===== src/rtl/neuron_layer_seq.sv =====
// Sequencer that time-shares one neuron_hidden datapath across the neurons of a hidden layer.
// It issues one weight-ROM row per cycle, tags each row as it goes in flight, and collects the activations into a packed bank.
module neuron_layer_seq #(
    parameter int N_NEURONS = 8,
    parameter int AW        = 3,
    parameter int ROM_LAT   = 1,
    parameter int PIPE_LAT  = 6
) (
    input  logic                     clk,
    input  logic                     rst_n,
    input  logic                     start,
    input  logic [135:0]             x_in,
    output logic                     busy,
    output logic                     done,
    output logic [AW-1:0]            w_addr,
    output logic                     w_rd,
    output logic                     nrn_ce,
    output logic [135:0]             nrn_x,
    input  logic [16:0]              nrn_y,
    output logic [17*N_NEURONS-1:0]  y_out,
    output logic                     y_valid
);

    localparam int              LAT       = ROM_LAT + PIPE_LAT;
    localparam logic [AW-1:0]   LAST_ADDR = AW'(N_NEURONS - 1);

    typedef enum logic [1:0] {IDLE, ISSUE, DRAIN, DONE} state_t;

    state_t                        state_q, state_d;
    logic [AW:0]                   tag_q [LAT];
    logic [N_NEURONS-1:0][16:0]    y_q;
    logic                          tail_valid;
    logic [AW-1:0]                 tail_idx;
    logic                          accept;
    logic                          last_capture;

    // Each tag is {valid, neuron index}. It reaches the tail in the same cycle as the result it describes.
    assign tail_valid   = tag_q[LAT-1][AW];
    assign tail_idx     = tag_q[LAT-1][AW-1:0];
    assign accept       = (state_q == IDLE) && start;
    assign last_capture = tail_valid && (tail_idx == LAST_ADDR);
    assign y_out        = y_q;

    // NOTE: every output and next-state term gets a default before the case, so no latch is inferred.
    always_comb begin
        state_d = state_q;
        busy    = 1'b1;
        done    = 1'b0;
        w_rd    = 1'b0;
        nrn_ce  = 1'b0;
        case (state_q)
            IDLE: begin
                busy = 1'b0;
                if (start) state_d = ISSUE;
            end
            ISSUE: begin
                w_rd   = 1'b1;
                nrn_ce = 1'b1;
                if (w_addr == LAST_ADDR) state_d = DRAIN;
            end
            DRAIN: begin
                nrn_ce = 1'b1;
                if (last_capture) state_d = DONE;
            end
            DONE: begin
                done    = 1'b1;
                state_d = IDLE;
            end
            default: state_d = IDLE;
        endcase
    end

    // NOTE: all state updates use non-blocking assignments, so every flop samples the pre-edge values.
    always_ff @(posedge clk or negedge rst_n) begin
        if (!rst_n) begin
            state_q <= IDLE;
            w_addr  <= '0;
            nrn_x   <= '0;
            y_valid <= 1'b0;
        end else begin
            state_q <= state_d;
            if (accept) begin
                nrn_x   <= x_in;
                y_valid <= 1'b0;
            end
            // The address holds at the last row while draining, so the compare can never wrap.
            if (state_q == ISSUE && w_addr != LAST_ADDR)
                w_addr <= w_addr + 1'b1;
            if (state_q == DONE) begin
                w_addr  <= '0;
                y_valid <= 1'b1;
            end
        end
    end

    // NOTE: the tag shift register and the y bank are reset on purpose. A reset in mid-pass must discard every result still in flight.
    always_ff @(posedge clk or negedge rst_n) begin
        if (!rst_n) begin
            for (int i = 0; i < LAT; i++) tag_q[i] <= '0;
            y_q <= '0;
        end else begin
            tag_q[0] <= {w_rd, w_addr};
            for (int i = 1; i < LAT; i++) tag_q[i] <= tag_q[i-1];
            for (int k = 0; k < N_NEURONS; k++)
                if (tail_valid && tail_idx == AW'(k)) y_q[k] <= nrn_y;
        end
    end

endmodule


===== config.mk =====
export PLATFORM = sky130hd
export DESIGN_NAME = neuron_layer_seq
export DESIGN_NICKNAME = d
export VERILOG_FILES = /design/src/rtl/neuron_layer_seq.sv
export SDC_FILE = /design/constraint.sdc
export NUM_CORES = 1
export LEC_CHECK = 0
export BUFFER_PORTS_ARGS = -buffer_cell sky130_fd_sc_hd__buf_2
export CORE_AREA = 2 2 168 170
export DETAILED_ROUTE_END_ITERATION = 8
export DIE_AREA = 0 0 170 172
export PLACE_DENSITY = 0.79
export SLEW_MARGIN = 20
export SYNTH_ARGS = -nofsm -noshare
export SYNTH_HDL_FRONTEND = slang
export SYNTH_SLANG_ARGS = --single-unit

===== constraint.sdc =====
create_clock -name clk -period 1.5 [get_ports clk]
set_input_delay 0.15 -clock clk [delete_from_list [all_inputs] [get_ports clk]]
set_output_delay 0.15 -clock clk [all_outputs]
set_load 0.05 [all_outputs]

Word level (Yosys, flattened, before mapping). Cells that the tools add are included.

RAM bits: 0. Bits in registers: 306. Output and inout port bits: 280. Input port bits: 156. ROM bits: 0. Latch bits: 0. Memories: 0.

Multipliers: 0. Magnitude comparators: 0. Bitwise gates (word level): 0. Add/sub/neg operators: 1. Reductions and logical operators: 16. Shifts and indexed selects: 0. Eq/ne operators: 15. Div/mod/pow operators: 0. Muxes and demuxes: 12.

Operators by type and width (number): equality test 3 bit (second input constant) (5); logical AND 1 bit (10); case mux 2 bit (4 select lines) (1); equality test 3 x 2 -> 1 bit (second input constant) (2); two-way mux 1 bit (6); two-way mux 2 bit (3); two-way mux 3 bit (2); inequality test 2 bit (second input constant) (3); equality test 2 bit (second input constant) (2); nonzero test 2 bit (2); adder 3 x 1 -> 3 bit (second input constant) (1); equality test 3 x 1 -> 1 bit (second input constant) (1); logical NOT 3 bit (1); inequality test 3 bit (second input constant) (1); AND reduction 3 bit (1); equality test 2 x 1 -> 1 bit (second input constant) (1); logical NOT 2 bit (1); OR reduction 2 bit (1).

Logic depth before layout (Yosys ltp).
Depth after elaboration: 4. Gate-level depth with buffers: 6.

Worst setup path after synthesis. OpenSTA, ideal clock, no wires.

Kind: reg-to-reg. From: reg w_addr[0]. To: reg state_q[1]. Period minus slack after synthesis: 1.815 ns. Arrival: 1.690 ns. Setup time: 0.125 ns. Stages on the path, launching flop included: 6. Data required time: 1.375 ns. Slack: -0.315 ns. Buffers on the path: 0. Cell sequence: dfrtp_1 ha_1 ha_1 inv_1 a222oi_1 mux2_2.

Word-level cells in the longest chain between the ends: 3.

RTL lines: start: declaration (RTL line 15) `output logic [AW-1:0] w_addr,`; start signal: assignment (RTL line 88) `w_addr <= w_addr + 1'b1;`; equality test 3 bit (RTL line 59) `if (w_addr == LAST_ADDR) state_d = DRAIN;`; inequality test 2 bit (no source line); AND reduction 3 bit (no source line); end signal: assignment (RTL line 81) `state_q <= state_d;`; end: declaration (RTL line 29) `state_t state_q, state_d;`.

No other way between the ends. A chain may end at the register's enable or synchronous reset.

Final worst setup path.
From: reg state_q[0]. To: reg state_q[1].

Word-level cells in the longest chain between the ends: 3.

RTL lines: equality test 2 x 1 -> 1 bit (tied with other cells) (RTL line 51) `case (state_q)`; inequality test 2 bit (no source line); AND reduction 3 bit (no source line).

Several ways; a longest one is shown, not always the timed one.

==> summary.txt <==
non-filler instance count after layout = 1671
Bufs on Longest Clock Path = 3
pin count of the biggest net entering global routing = 66
Final Hold Fails = 0
die area = 0.02924 mm^2
Root Driver = clkbuf_16
commonest non-fill, non-tap cell in the layout = buf_2
commonest cells after routing, fill and taps aside = buf_2, dfrtp_1, mux2_2, dlygate4sd3_1, mux2_4
antenna-violating nets left = 0
setup TNS = -10.03 ns
Hold WS = 0.02538 ns
WL/cell = 22.64 um
H-tree Lvls = 2
required time worst endpoint = 1.88 ns
cells on worst reg2reg path = 4
Worst EP arrival = 2.01 ns
status = finished with violations
Max-cap violations = 0
CTS tree = done
standard-cell rows = 61
Fmax achieved = 613.1 MHz
via count = 8462
fin crit period = 1.631 ns
first-pass GRT wire length = 50.11 mm
multi-input logic area = 0.003984 mm^2
worst setup margin = -0.1310 ns
Crit Path Max Fanout = 4
failing checks = negative setup slack
initial DRC count = 408
crit start category = flop
Post-Syn Nets = 803
synth-to-layout area growth = 60.05%
clk sinks = 306
Synth Area in Adders = 0.007790
RSZ-0062 raised after global routing = true
vias in the first global route = 8750
initial antenna violation count = 1
die width = 170 um
Final Cycle Share = 1.087
I/O Buffers = 435
Place WS = -0.1001 ns
Synth Area in Compound Gates = 0.002893
GRT overflow = 0
Die Height = 172 um
Layout Nets = 1465
Yosys warning total = 0
via-per-instance ratio = 5.064
mean post-synth cell area = 17.57 um^2
Synth cell types = 24
Finish-stage setup viols = 187
Slew @ Worst Pin = 0.5297 ns
post-DP HPWL = 21.01 mm
multiplexer share of the synthesized area = 0.2752
register area = 0.007665 mm^2
clk slew on worst S/H paths = 0.06 ns
Mapped Area = 0.01124 mm^2
worst skew pair latency = 0.50 ns
IO Pins = 436
Slew Limit Headroom = 0.6469
Filler Cells Inserted = 1801
largest family of logic cells by synthesized area = multiplexers
FF+latch count, synth = 306
CP endpoint kind = flop
layout cell share with drive strength beyond 1 = 0.6520
Synth Area in Simple Gates = 0.01558
Post-Syn Instances = 640
DR pass1 iterations = 4
Initial Util = 0.4092
drt drc = 0
critical path type = flop to flop
hold depth = 2
Core ar. = 0.02748 mm^2
HP Class = primary input to flop
Placer Congestion = 0.7685
fin. max-slew vios = 0
Synth Area in XOR/XNOR = 0.0007790
CTS Buf Count = 34
post-synthesis sequential area ratio = 0.6811
DRT Wirelength = 37.84 mm
Inst Count DP = 1432
Fin Clk Skew = 0.01153 ns
Total Routing Usage GR = 0.2225
-- kinds of logic after synthesis --
family,count (synthesis)
AOI/OAI and AO/OA,4
xor gates and xnor gates,1
adders and majority gates,7
buffers and inverters,32
DFF,306
muxes,275
and+or+nand+nor,15
-- stage by stage --
step | area [um^2] | util
2_1_floorplan | 11450 | -
3_3_place_gp | 14270 | 0.5195
3_5_place_dp | 14270 | 0.5195
4_1_cts | 17030 | 0.6199
5_1_grt | 17990 | 0.6547
6_report | 17990 | 0.6549
-- worst max-delay path: stages, from the launching register on --
cell      delay [ns]
dfrtp_1         0.38
inv_2           0.08
ha_4            0.19
a222oi_1        0.47
mux2_2          0.39
-- synth_stat cells, drive strengths merged --
| master | count | area share |
|---|---|---|
| dfrtp | 306 | 0.68 |
| buf | 26 | 0.015 |
| inv | 5 | 0.0017 |
| ha | 7 | 0.0078 |
| a222oi | 1 | 0.00089 |
| nand4b | 3 | 0.0040 |
| mux2 | 273 | 0.27 |
| nand4 | 1 | 0.0019 |
| nand2b | 2 | 0.0018 |
| o21ai | 1 | 0.00044 |
| mux2i | 2 | 0.0018 |
| nor3 | 2 | 0.0029 |
| a21o | 1 | 0.00067 |
| xor2 | 1 | 0.00078 |
| nor3b | 2 | 0.0033 |
| nor2 | 3 | 0.0010 |
| nand2 | 2 | 0.00067 |
| clkbuf | 1 | 0.00033 |
| o32a | 1 | 0.00089 |
-- path summary, 6_finish.rpt --
check	startpoint	end	slack, ns
worst max-delay path	state_q[0]	state_q[1]	-0.13
worst min-delay path	nrn_y[10]	y_out[27]	0.03
worst max register to register	state_q[0]	state_q[1]	-0.13
worst min register to register	tag_q[4]	tag_q[0]	0.34
max in group asynchronous	rst_n	nrn_x[29]	0.74
min in group asynchronous	rst_n	y_out[18]	0.11
-- registers in the layout, indices dropped and copies added, names as in the netlist --
signal and flops:
nrn_x 136, y_out 136, tag_q 28, w_addr 3, state_q 2, y_valid 1
-- per-layer routing --
metal | vias to the layer above | routed length, um | track usage
met4 | 0 | 1376 | 0.07952
li1 | 3590 | - | -
met1 | 4385 | 13940 | 0.2585
met3 | 94 | 2791 | 0.06294
met2 | 393 | 19720 | 0.3952
met5 | - | 0 | 0
-- repair_timing --
item,CTS,global route
pin swaps,2,8
cloned,3,24
endpoints found under the hold margin,453,0
resized for setup,43,105
hold buffers,139,0
setup endpoints to repair,191,197
buffers inserted,7,9
-- layout make-up --
cell class / instances / area share
Clock inverter: 8 / 0.004380
Tap cell: 346 / 0.02406
Timing Repair Buffer: 649 / 0.2675
Antenna cell: 3 / 0.0004172
Inverter: 5 / 0.001043
Sequential cell: 306 / 0.4259
Multi-Input combinational cell: 306 / 0.2214
Clock buffer: 48 / 0.05528
Power is not shown: default switching activity piles up to over one toggle a cycle in this logic, so the estimate is an artifact.
